==> src/rtl/clk_period_meter.sv <==
// Measures the period and high time of an asynchronous clock-like input in clk_i cycles,
// with a saturating timeout when the input is stuck.
module clk_period_meter #(
    parameter int CNT_W       = 16,
    parameter int SYNC_STAGES = 2
) (
    input  logic             clk_i,
    input  logic             rst_ni,
    input  logic             meas_clk_i,
    input  logic             start_i,
    output logic             busy_o,
    output logic             done_o,
    output logic             timeout_o,
    output logic [CNT_W-1:0] period_o,
    output logic [CNT_W-1:0] high_o
);

    typedef enum logic [1:0] {
        IDLE,
        WAIT_RISE,
        MEASURE
    } state_e;

    localparam logic [CNT_W-1:0] CNT_MAX = '1;

    logic [SYNC_STAGES-1:0] sync_q;
    logic                   meas_d_q;
    logic                   meas_s;
    logic                   rise;
    logic                   fall;

    state_e                 state_q;
    logic [CNT_W-1:0]       cnt_q;
    logic [CNT_W-1:0]       hcap_q;
    logic                   seen_fall_q;
    logic                   done_q;
    logic                   timeout_q;
    logic [CNT_W-1:0]       period_q;
    logic [CNT_W-1:0]       high_q;
    logic [CNT_W-1:0]       cnt_d;

    // NOTE: the synchronizer chain is reset too, so no stale edge survives a reset.
    always_ff @(posedge clk_i or negedge rst_ni) begin
        if (!rst_ni) begin
            sync_q   <= '0;
            meas_d_q <= 1'b0;
        end else begin
            sync_q   <= {sync_q[SYNC_STAGES-2:0], meas_clk_i};
            meas_d_q <= sync_q[SYNC_STAGES-1];
        end
    end

    assign meas_s = sync_q[SYNC_STAGES-1];
    assign rise   = meas_s & ~meas_d_q;
    assign fall   = ~meas_s & meas_d_q;
    assign cnt_d  = cnt_q + 1'b1;

    // NOTE: all state below uses non-blocking assignments so every branch reads pre-edge values.
    always_ff @(posedge clk_i or negedge rst_ni) begin
        if (!rst_ni) begin
            state_q     <= IDLE;
            cnt_q       <= '0;
            hcap_q      <= '0;
            seen_fall_q <= 1'b0;
            done_q      <= 1'b0;
            timeout_q   <= 1'b0;
            period_q    <= '0;
            high_q      <= '0;
        end else begin
            done_q <= 1'b0;
            case (state_q)
                IDLE: begin
                    if (start_i && !done_q) begin
                        cnt_q       <= '0;
                        hcap_q      <= '0;
                        seen_fall_q <= 1'b0;
                        timeout_q   <= 1'b0;
                        state_q     <= WAIT_RISE;
                    end
                end
                WAIT_RISE: begin
                    if (rise) begin
                        cnt_q   <= {{(CNT_W-1){1'b0}}, 1'b1};
                        state_q <= MEASURE;
                    end else if (cnt_q == CNT_MAX) begin
                        period_q  <= CNT_MAX;
                        high_q    <= hcap_q;
                        timeout_q <= 1'b1;
                        done_q    <= 1'b1;
                        state_q   <= IDLE;
                    end else begin
                        cnt_q <= cnt_d;
                    end
                end
                MEASURE: begin
                    if (rise) begin
                        period_q <= cnt_q;
                        high_q   <= hcap_q;
                        done_q   <= 1'b1;
                        state_q  <= IDLE;
                    end else if (cnt_q == CNT_MAX) begin
                        period_q  <= CNT_MAX;
                        high_q    <= hcap_q;
                        timeout_q <= 1'b1;
                        done_q    <= 1'b1;
                        state_q   <= IDLE;
                    end else begin
                        cnt_q <= cnt_d;
                    end
                    if (fall && !seen_fall_q) begin
                        hcap_q      <= cnt_q;
                        seen_fall_q <= 1'b1;
                    end
                end
                default: state_q <= IDLE;
            endcase
        end
    end

    // busy covers the done cycle as well, so a start coinciding with done_o is not taken.
    assign busy_o    = (state_q != IDLE) || done_q;
    assign done_o    = done_q;
    assign timeout_o = timeout_q;
    assign period_o  = period_q;
    assign high_o    = high_q;

endmodule

==> config.mk <==
export PLATFORM = sky130hd
export DESIGN_NAME = clk_period_meter
export DESIGN_NICKNAME = d
export VERILOG_FILES = /design/src/rtl/clk_period_meter.sv
export SDC_FILE = /design/constraint.sdc
export NUM_CORES = 1
export LEC_CHECK = 0
export CAP_MARGIN = 20
export CORE_MARGIN = 4
export CORE_UTILIZATION = 51
export CTS_CLUSTER_SIZE = 10
export DETAILED_ROUTE_END_ITERATION = 8
export HOLD_SLACK_MARGIN = 0.05
export PLACE_DENSITY = 0.82
export RECOVER_POWER = 100
export SYNTH_ARGS = -nofsm -noshare
export SYNTH_HDL_FRONTEND = slang
export SYNTH_SLANG_ARGS = --single-unit
==> constraint.sdc <==
create_clock -name clk_i -period 1.95 [get_ports clk_i]
set_clock_uncertainty 0.15 [all_clocks]
set_input_delay 0.39 -clock clk_i [delete_from_list [all_inputs] [get_ports clk_i]]
set_output_delay 0.39 -clock clk_i [all_outputs]
set_load 0.01 [all_outputs]
* Word level (Yosys, flattened, before mapping)
Index checks and enable logic that the tools add are counted.
** Operators by class
- Equal/unequal tests :: 9
- Multiplexer cells :: 30
- Reduce and logical (&&, ||, !) cells :: 16
- Add/subtract/negate cells :: 1
- Bitwise logic cells :: 4
** Operators with widths (number)
- two-way mux 16 bit :: 11
- case mux 16 bit (2 select lines) :: 3
- case mux 16 bit (3 select lines) :: 1
- adder 16 x 1 -> 16 bit (second input constant) :: 1
- == test 16 bit (second input constant) :: 1
- != test 2 bit (second input constant) :: 5
- two-way mux 2 bit :: 4
- nonzero test 2 bit :: 4
- two-way mux 1 bit :: 7
- case mux 1 bit (2 select lines) :: 3
- case mux 2 bit (3 select lines) :: 1
- AND reduction 3 bit :: 2
- AND reduction 4 bit :: 1
- nonzero test 3 bit :: 1
- AND 1 bit :: 2
- == test 2 x 1 -> 1 bit (second input constant) :: 1
- == test 2 bit (second input constant) :: 1
- logical AND 1 bit :: 2
- zero test 1 bit :: 2
- zero test 2 bit :: 1
- != test 2 x 1 -> 1 bit (second input constant) :: 1
- NOT 1 bit :: 2
- AND reduction 2 bit :: 1
- OR reduction 2 bit :: 1
- logical OR 1 bit :: 1
** Word-level totals
- Bits of input ports :: 4
- Output and inout bits :: 35
- Register bits after elaboration :: 72
- Word-level logic and storage cells :: 70

* Longest topological paths before layout
- Word-level depth :: 5
- Mapped depth :: 8
- Mapped depth without buffers :: 7

* Least setup slack after synthesis
OpenSTA, ideal clock, no wires.
- Path kind :: reg-to-reg
- Start :: register state_q[0]
- End :: register high_q[0] (netlist: high_o[0])
- Setup time :: 0.125 ns
- Data required time :: 1.675 ns
- Buffers on the path :: 2
- Slack :: -0.144 ns
- Data arrival time :: 1.819 ns
- Cell stages (with the launch flop) :: 9
- Cells stage by stage :: dfrtp_1 -> inv_1 -> ha_1 -> buf_2 -> nor2_1 -> nor2_1 -> a21oi_4 -> buf_6 -> mux2_4
** Between the ends
- Cells in the longest elaborated chain, start to end :: 3
- Elaborated cells between the ends (all ways) :: 6
** Ends and longest elaborated chain
- start, declared :: RTL line 32 : state_e state_q;
- start signal, assigned :: RTL line 61 : state_q <= IDLE;
- start signal, assigned :: RTL line 78 : state_q <= WAIT_RISE;
- start signal, assigned :: RTL line 84 : state_q <= MEASURE;
- == test 2 x 1 -> 1 bit / == test 2 bit (equally long branches) :: RTL line 71 : case (state_q)
- != test 2 bit (no source line) / nonzero test 2 bit (equally long branches)
- AND reduction 2 bit (no source line)
- end signal, assigned :: RTL line 87 : high_q <= hcap_q;
- end signal, assigned :: RTL line 98 : high_q <= hcap_q;
- end signal, assigned :: RTL line 103 : high_q <= hcap_q;
- end, declared :: RTL line 39 : logic [CNT_W-1:0] high_q;
Parallel ways exist; a longest one is shown, timed or not.
A chain may end at the register's enable or synchronous reset.

* Worst setup path after layout
- Start :: register state_q[1]
- End :: register high_q[5] (netlist: high_o[5])
Same word-level chain as after synthesis.

==> impl_metrics.yaml <==
placed_design:
  portBuffers: 38
  dp.cells: 452
  dp_hpwl_um: 5590
  place_area_um2: 4240
  pre_cts_ws_ps: -428
  finalWeightedCongestion: 0.969
route:
  post_drt_wl_per_cell_um: 17.9
  drt_iter0_drc: 183
  viasPerCell: 5.84
  dr.pass1.iters: 4
  drtAntennaViolNets: 0
  vias: 2795
  drt_wl_total_um: 8570
  drc_errors: 0
setup_path:
  worst-setup-path-type: "flip-flop to flip-flop"
  cp_slowest_cell: "dfrtp_1"
  path_max_fanout: 8
  cp.arrival_ps: 2190
  timing.critical_path.buf_inv: 3
  required_ps: 2040
  path_cells: "inv_2 -> buf_4 -> ha_4 -> nor2_4 -> nor2_2 -> a21oi_4 -> clkbuf_16 -> mux2_4"
  startpoint_type: "flip-flop"
  crit_family: "buffers and inverters"
  slowest_delay_ps: 430
  end_kind: "flip-flop"
power_and_ir_drop:
  p_leak_nw: 2.25
  power_density_nw_per_um2: 1290
  peakVddDrop_mv: 0.919
  power_w: 0.00606
yosys:
  synth_top_cell_area_share: 0.511
  netlist_top_cells_area: "dfrtp_1 (51%), nor2_1 (4.7%), o22a_1 (4.5%), mux2_4 (4.3%), a22o_1 (4.0%)"
  synth_top_cells_by_count: "dfrtp_1 (72), nor2_1 (44), a21oi_1 (25)"
  synthesis.nets: 321
  synth_flop_cell: "dfrtp_1"
  yosysSeqAreaShare: 0.511
  syn_avg_cell_area_um2: 11.3
  synth_seq_cells: 72
  ys_types: 56
  yosysMostFrequentCell: "dfrtp_1"
  async_flop_share: 1.00
  synth_area_leader_cell: "dfrtp_1"
  netlist_area_um2: 3530
  synth_enable_flop_cells: 0
  synth_warnings: 0
  syn_inst: 312
clock_network:
  numCtsBuffers: 9
  cts_tree: "built"
  clockBufferDepth: 2
  ctsRootBufferMaster: "clkbuf_8"
  clock-sinks: 72
  htree_levels: 3
  clock_latency_ps: 360
  clk_pin_slew_ps: 80
sta:
  fin_crit_sh: 1.08
  fin_hold_ws_ps: 206
  worstMarginPinSlew_ps: 952
  fin_crit_ps: 2100
  maxSlewHeadroom: 0.365
  slew_violations: 0
  rsz0062_at_grt: "true"
  finalSetupViolCount: 22
  hold_viol_final: 0
  fin_ws_ps: -150
  max_freq_mhz: 476
global_routing:
  grt_pass1_wl_um: 14200
  grt_pass1_vias: 2868
  grt_overflow: 0
  grt_max_degree: 73
  grt_usage: 0.214
  antenna_found_initial: 0
final_layout:
  syn2layout_area_growth_pct: 32.6
  nets: 403
  fill_cells: 483
  diodes: 0
  instances_no_fill: 479
  drive_gt1_frac: 0.298
  stdcell_area_um2: 4680
floorplan:
  rows: 30
  ios: 39
  start_util: 0.522
  core_area_um2: 6760
  fp.dieH_um: 91.2
  die_x_um: 91.2
  die-area_um2: 8310
status:
  status: "finished, violations left"
  violations: "setup timing"
job:
  drv_cap: 0
min_path:
  hold_class: "flip-flop to flip-flop"
## state kept, by name, indices dropped and copies added (netlist names)
signal and flops:
sync_q 2, done_o 1, high_o 16, meas_d_q 1, hcap_q 16, state_q 2
cnt_q 16, period_o 16, timeout_o 1, seen_fall_q 1
## cell families after synthesis
family	after synthesis	share of synthesized area
and+or+nand+nor	99	0.153
AOI/OAI and AO/OA	87	0.189
muxes	16	0.0617
adders and majority gates	5	0.0177
DFF	72	0.511
buffers and inverters	26	0.0504
xor gates and xnor gates	7	0.0174
## worst paths after layout
path                             from  depth (start not counted)  slack (ps)           to
setup / recovery           state_q[1]                          8        -150    high_o[5]
hold / removal              sync_q[0]                          0         210    sync_q[1]
setup reg to reg           state_q[1]                          8        -150    high_o[5]
hold reg to reg             sync_q[0]                          0         210    sync_q[1]
max in group asynchronous      rst_ni                          3         360  period_o[4]
min in group asynchronous      rst_ni                          3         670    cnt_q[11]
## through the flow
stage | util | TNS, ps
after global placement | 0.628 | -8050
after floorplan | - | -235
after CTS | 0.673 | -102
after detailed placement | 0.628 | -10440
after global routing | 0.692 | -4510
final | 0.692 | -2460
## layout by cell type (no fill, tap or decap), types with 3 or more instances in the layout
master           instances
dfrtp_1                 72
nor2_1                  41
buf_4                   41
clkdlybuf4s50_1         35
a21oi_1                 22
o22a_1                  18
a22o_1                  16
nand3_1                 11
mux2_4                  10
clkbuf_8                 9
nand2_1                  8
o21ai_0                  6
mux2_2                   6
inv_1                    5
xor2_1                   5
buf_12                   5
a31oi_1                  4
ha_4                     4
and4_1                   3
a21oi_2                  3
nand4b_1                 3
or3_1                    3
buf_6                    3
## routing by layer
metal / part of all wire / up-vias / routed length [um] / GRT usage
li1: - / 1308 / - / -
met1: 0.46 / 1394 / 3910 / 0.292
met2: 0.48 / 77 / 4090 / 0.332
met3: 0.048 / 16 / 411 / 0.0489
met4: 0.019 / 0 / 162 / 0.0817
met5: 0 / - / 0 / 0
## power breakdown
part,total (W),switching (W),internal [W],leakage (nW)
Clock,0.00131,0.000588,0.000719,0.106
Sequential,0.00190,0.000182,0.00172,0.978
Combinational,0.00285,0.00142,0.00143,1.16
Total,0.00606,0.00219,0.00387,2.25
## final cells by class
type,instances,area [um^2],area share
clock buffer,9,124,0.0265
clock inverter,7,93.8,0.0201
inverter,7,26.3,0.00562
multi-input combinational,214,1680,0.359
sequential,72,1800,0.385
tap,80,100,0.0214
timing repair buffer,90,855,0.183
## what timing repair did
item                                    CTS  global route
hold buffers                              1             0
buffers inserted                          6             4
pin swaps                                 3             5
resized for setup                         7            26
endpoints found under the setup margin   45            66
hold endpoints to repair                 72             0
gates cloned                              0             1
Note: power is estimated with default switching activity, not from simulation.
